## src/rtl/div_ctrl_pkg.sv

```systemverilog
// Shared types and default sizing for the divider sequencing controller.
package div_ctrl_pkg;
  localparam int DIV_WIDTH      = 32;
  localparam int DIV_ARM_CYCLES = 2;
  localparam int DIV_TIMEOUT    = 48;

  typedef enum logic [1:0] {
    IDLE = 2'd0,
    RUN  = 2'd1,
    FIX  = 2'd2,
    DONE = 2'd3
  } state_t;
endpackage

```

## src/rtl/div_sign_fix.sv

```systemverilog
// Applies two's-complement sign to the core's quotient/remainder magnitudes.
module div_sign_fix #(
  parameter int WIDTH = 32
) (
  input  logic [WIDTH-1:0] i_mag_q,
  input  logic [WIDTH-1:0] i_mag_r,
  input  logic             i_neg_q,
  input  logic             i_neg_r,
  output logic [WIDTH-1:0] o_q,
  output logic [WIDTH-1:0] o_r
);
  // Plain wrap-around negate: INT_MIN / -1 yields INT_MIN with no flag.
  assign o_q = i_neg_q ? (~i_mag_q + WIDTH'(1)) : i_mag_q;
  assign o_r = i_neg_r ? (~i_mag_r + WIDTH'(1)) : i_mag_r;
endmodule

```

## src/rtl/div_controller.sv

```systemverilog
// Sequencer around the iterative divider core: screens /0, arms and watches fim,
// sign-fixes the result into HI/LO and stalls the CPU while busy.
module div_controller
  import div_ctrl_pkg::*;
#(
  parameter int WIDTH      = DIV_WIDTH,
  parameter int ARM_CYCLES = DIV_ARM_CYCLES,
  parameter int TIMEOUT    = DIV_TIMEOUT
) (
  input  logic             clock,
  input  logic             reset,
  input  logic             op_valid,
  input  logic [WIDTH-1:0] op_dividend,
  input  logic [WIDTH-1:0] op_divisor,
  output logic             busy,
  output logic             done,
  output logic             div_zero,
  output logic             timeout_err,
  output logic [WIDTH-1:0] hi,
  output logic [WIDTH-1:0] lo,
  output logic             div_start,
  output logic [WIDTH-1:0] div_dividendo,
  output logic [WIDTH-1:0] div_divisor,
  input  logic [WIDTH-1:0] div_lo,
  input  logic [WIDTH-1:0] div_hi,
  input  logic             div_fim
);
  localparam int CW = $clog2(TIMEOUT + 1);

  state_t           r_state;
  logic [CW-1:0]    r_cnt;
  logic             r_neg_q, r_neg_r;
  logic             r_busy, r_done, r_dz, r_to, r_start;
  logic [WIDTH-1:0] r_hi, r_lo, r_dvd, r_dvs;
  logic [WIDTH-1:0] w_q, w_r;
  logic             w_fim_ok;

  div_sign_fix #(.WIDTH(WIDTH)) u_fix (
    .i_mag_q (div_lo),
    .i_mag_r (div_hi),
    .i_neg_q (r_neg_q),
    .i_neg_r (r_neg_r),
    .o_q     (w_q),
    .o_r     (w_r)
  );

  // fim from the core may be stale from the previous op until it sees start.
  assign w_fim_ok = div_fim && (r_cnt >= CW'(ARM_CYCLES));

  always_ff @(posedge clock) begin
    if (reset) begin
      r_state <= IDLE;
      r_cnt   <= '0;
      r_neg_q <= 1'b0;
      r_neg_r <= 1'b0;
      r_busy  <= 1'b0;
      r_done  <= 1'b0;
      r_dz    <= 1'b0;
      r_to    <= 1'b0;
      r_start <= 1'b0;
      r_hi    <= '0;
      r_lo    <= '0;
      r_dvd   <= '0;
      r_dvs   <= '0;
    end else begin
      unique case (r_state)
        IDLE: begin
          if (op_valid) begin
            r_busy <= 1'b1;
            if (op_divisor == '0) begin
              r_dz    <= 1'b1;
              r_done  <= 1'b1;
              r_state <= DONE;
            end else begin
              r_dvd   <= op_dividend;
              r_dvs   <= op_divisor;
              r_neg_q <= op_dividend[WIDTH-1] ^ op_divisor[WIDTH-1];
              r_neg_r <= op_dividend[WIDTH-1];
              r_cnt   <= '0;
              r_start <= 1'b1;
              r_state <= RUN;
            end
          end
        end
        RUN: begin
          if (w_fim_ok) begin
            r_start <= 1'b0;
            r_state <= FIX;
          end else if (r_cnt == CW'(TIMEOUT)) begin
            r_start <= 1'b0;
            r_to    <= 1'b1;
            r_done  <= 1'b1;
            r_state <= DONE;
          end else begin
            r_cnt <= r_cnt + CW'(1);
          end
        end
        FIX: begin
          r_lo    <= w_q;
          r_hi    <= w_r;
          r_done  <= 1'b1;
          r_state <= DONE;
        end
        DONE: begin
          r_done  <= 1'b0;
          r_dz    <= 1'b0;
          r_to    <= 1'b0;
          r_busy  <= 1'b0;
          r_state <= IDLE;
        end
        default: r_state <= IDLE;
      endcase
    end
  end

  assign busy          = r_busy;
  assign done          = r_done;
  assign div_zero      = r_dz;
  assign timeout_err   = r_to;
  assign hi            = r_hi;
  assign lo            = r_lo;
  assign div_start     = r_start;
  assign div_dividendo = r_dvd;
  assign div_divisor   = r_dvs;
endmodule

```

## config.mk

```make
export PLATFORM = sky130hd
export DESIGN_NAME = div_controller
export DESIGN_NICKNAME = d
export VERILOG_FILES = /design/src/rtl/div_ctrl_pkg.sv /design/src/rtl/div_sign_fix.sv /design/src/rtl/div_controller.sv
export SDC_FILE = /design/constraint.sdc
export NUM_CORES = 1
export LEC_CHECK = 0
export ABC_AREA = 1
export CAP_MARGIN = 5
export CORE_MARGIN = 10
export CORE_UTILIZATION = 35
export DETAILED_ROUTE_END_ITERATION = 10
export DONT_BUFFER_PORTS = 1
export PLACE_DENSITY = 0.51
export SLEW_MARGIN = 30
export SYNTH_ARGS = -nofsm -noshare
export SYNTH_HDL_FRONTEND = slang
export SYNTH_SLANG_ARGS = --single-unit
```

## constraint.sdc

```tcl
create_clock -name clock -period 1.55 [get_ports clock]
set_input_delay 0 -clock clock [delete_from_list [all_inputs] [get_ports clock]]
set_output_delay 0 -clock clock [all_outputs]
set_load 0.02 [all_outputs]
```

==> run_results.csv <==
group,metric,value,unit
run_status,status,"finished, violations left",
run_status,violations,"negative setup slack",
critical_path,crit_family,"simple AND/OR/NAND/NOR gates",
clock_tree,clock-root-buffer,"clkbuf_16",
placement,place_hpwl,18.25,mm
critical_path,cp-end-kind,"flip-flop",
floorplan,floorplan.rows,53,
placement,place_area,0.007736,mm²
clock_tree,clk_pin_slew_worst_paths,0.06,ns
timing,drv_slew,0,
critical_path,critPathRequiredTime,1.90,ns
power_and_ir_drop,powerDensity,1604,mW/mm²
power_and_ir_drop,power_frac_clock,25.9,%
clock_tree,htreeDepth,4,
timing,setup_viol,1,
routing,vias_per_cell,4.939,
cells_and_area,drive_gt1_share,10.70,%
timing,hold_viol_final,0,
floorplan,start_util,35.30,%
clock_tree,insertion_delay,0.42,ns
routing,drcViolationCount,0,
floorplan,pin_count,265,
placement,gp_congestion,0.8479,
clock_tree,tritoncts,"done",
power_and_ir_drop,switchingPower,6.713,mW
placement,portBuffers,0,
global_route,antenna_found_initial,0,
cells_and_area,fill_cells,2139,
cells_and_area,final_area,0.009922,mm²
cells_and_area,nets,1399,
timing,layout_setup_ws,-0.001467,ns
floorplan,die_h,165.1,µm
logic_synthesis,synth-seq-area-share,38.55,%
logic_synthesis,synth_edf_count,0,
critical_path,crit_path_cell_trace,"inv_2 -> ha_4 -> nor2_1 -> nand3_1 -> nand3_2 -> nand2_2 -> nor2_4 -> nand3_4 -> nand2_1 -> nand2_1 -> nor2_1",
logic_synthesis,synth_top_area_cell,"dfxtp_1",
floorplan,dieArea,0.02727,mm²
logic_synthesis,ys_top_cells_by_count,"296 x nor2_1, 177 x nand2_1, 142 x dfxtp_1",
critical_path,crit_type,"reg -> reg",
power_and_ir_drop,vdd_drop_max,0.6537,mV
global_route,grt_pass1_vias,7455,
critical_path,critical-path-max-stage-delay,0.33,ns
critical_path,startpoint_type,"flip-flop",
cells_and_area,register_area,0.002846,mm²
logic_synthesis,synth_nets,1253,
timing,finalCritPeriodShare,100.1,%
logic_synthesis,syn-cell-area,0.007373,mm²
global_route,grt_pass1_wl,40.94,mm
timing,slew_headroom,67.66,%
routing,wl_per_cell,17.21,µm
clock_tree,clk_path_buf_depth,2,
clock_tree,numCtsBuffers,17,
power_and_ir_drop,intPower,9.204,mW
timing,rsz0062_at_grt,"true",
timing,min_period,1.551,ns
clock_tree,numClockSinks,142,
routing,initialDrtViolationCount,467,
logic_synthesis,avgSynthCellArea,6.631,µm²
job,max_cap_violations,0,
logic_synthesis,post-synth-top-count-cell,"nor2_1",
timing,timing.fmax,0.6446,GHz
logic_synthesis,netlist-cell-type-count,32,
critical_path,cp_max_fo,5,
critical_path,r2r_setup_slack,-0.001,ns
logic_synthesis,synthFlopType,"dfxtp_1",
timing,fin_hold_ws,0.01402,ns
logic_synthesis,yosysTopAreaCellShare,38.55,%
logic_synthesis,async_flop_share,0,%
global_route,gr-usage-all-layers,18.71,%
power_and_ir_drop,combPwrFrac,32.2,%
critical_path,cp.arrival,1.90,ns
floorplan,die_w,165.1,µm
timing,finClkSkew,0.01473,ns
logic_synthesis,ys_ff_latch,142,
logic_synthesis,netlist_instances,1112,
critical_path,worst_path_max_delay_cell,"dfxtp_2",
floorplan,coreArea,0.02089,mm²
power_and_ir_drop,swShare,42.18,%
power_and_ir_drop,pwr-share-seq,41.9,%
critical_path,path_buf_inv,1,
cells_and_area,antenna_cells,0,
cells_and_area,multi_input_area,0.003920,mm²
routing,routed_wl,26.61,mm
hold_path,hp-class,"in -> reg",
routing,drtPass1Iterations,5,
timing,worst_slew_pin_slew,0.4800,ns
global_route,grt_remaining_overflow,0,
logic_synthesis,yosysWarnings,0,
routing,ant_nets,0,
routing,dr_total_vias,7636,
global_route,grt_max_degree,62,
power_and_ir_drop,total_leakage_power,4.416,nW
cells_and_area,area_growth,34.57,%
logic_synthesis,synth_area_leaders,"dfxtp_1 39%, nor2_1 15%, nand2_1 9.0%, o21ai_0 6.4%, inv_1 5.3%",
[flip-flops by register name (all words and copies together) (netlist names)]
name,flops
div_dividendo,32
div_divisor,32
hi,32
lo,32
r_cnt,6
r_state,2
busy,1
div_start,1
div_zero,1
done,1
r_neg_q,1
timeout_err,1
[logic make-up after synthesis]
kind of cell	count (synthesis)	synth area share [%]
xor+xnor	30	3.564
flops	142	38.55
simple gates	580	32.36
buf+inv	160	10.39
compound gates	191	13.61
fa+ha+maj	9	1.527
[metal layers]
metal / track usage (%) / up-vias / routed length, µm
li1: - / 3849 / -
met1: 21.61 / 3501 / 10330
met2: 32.12 / 265 / 12970
met3: 7.090 / 21 / 3039
met4: 4.227 / 0 / 276
met5: 0 / - / 0
[cells in the final DEF (no fill, tap or decap), types with 2 or more instances in the layout]
cell type,synthesis,routed
a21oi_1,52,48
a21oi_2,0,4
a31oi_1,2,2
buf_12,6,9
buf_4,2,34
buf_8,0,2
clkbuf_16,0,17
clkinv_2,1,2
clkinv_4,0,2
dfxtp_1,142,139
dfxtp_2,0,3
dlygate4sd3_1,0,132
ha_1,9,3
ha_2,0,2
ha_4,0,4
inv_1,105,96
inv_2,2,11
inv_6,0,6
inv_8,0,3
nand2_1,177,172
nand2_2,1,6
nand3_1,68,64
nand3_2,0,4
nand3_4,1,2
nand4_1,21,21
nor2_1,296,289
nor2_2,8,13
nor2_4,3,5
nor3_1,2,2
o211ai_1,9,9
o21ai_0,94,78
o21ai_1,28,42
o21ai_2,0,2
o221ai_1,5,5
xnor2_1,10,10
xor2_1,20,20
[layout make-up]
type | count | area share, %
Clock buffer | 18 | 4.426
Clock inverter | 14 | 1.475
Inverter | 108 | 4.098
Multi-Input combinational cell | 811 | 39.51
Sequential cell | 142 | 28.69
Tap cell | 275 | 3.468
Timing Repair Buffer | 178 | 18.34
[per-stage QoR]
stage	instances	worst slack [ns]	power [mW]	TNS, ns	util [%]
final	1546	-0.001467	15.92	-0.001467	47.50
after floorplan	1112	0.06452	9.772	0	-
after detailed placement	1372	-0.04623	11.04	-0.1992	37.04
after CTS	1543	-0.01482	15.84	-0.01482	46.82
after global routing	1546	-0.08866	17.02	-0.4348	47.50
after global placement	1372	-0.07370	11.00	-0.2686	37.04
[worst paths after layout]
| kind | endpoint | from | cells past startpoint |
|---|---|---|---|
| hold reg to reg | r_cnt[3] | r_cnt[3] | 2 |
| setup / recovery | r_cnt[0] | r_cnt[0] | 11 |
| hold / removal | lo[19] | div_lo[17] | 6 |
| setup reg to reg | r_cnt[0] | r_cnt[0] | 11 |
[power groups by stage]
stage	combinational, mW	sequential (mW)	clock [mW]
6_report	5.12	6.67	4.13
2_1_floorplan	3.40	6.37	0
3_3_place_gp	4.24	6.76	0
3_5_place_dp	4.29	6.75	0
4_1_cts	4.90	6.68	4.26
5_1_grt	5.81	6.82	4.40
[timing repair]
action / in CTS / in global routing
buffers inserted: 4 / 3
pin swaps: 8 / 13
resized for setup: 12 / 52
hold buffers: 133 / 0
gates cloned: 2 / 0
endpoints found under the hold margin: 136 / 0
setup endpoints to repair: 34 / 84
[worst register-to-register path: stages, from the launching register on]
cell and delay [ns]:
dfxtp_2 0.33, inv_2 0.06, ha_4 0.15, nor2_1 0.09, nand3_1 0.12, nand3_2 0.11, nand2_2 0.07, nor2_4 0.18
nand3_4 0.14, nand2_1 0.09, nand2_1 0.05, nor2_1 0.11
Power figures use the tool's default switching activity.
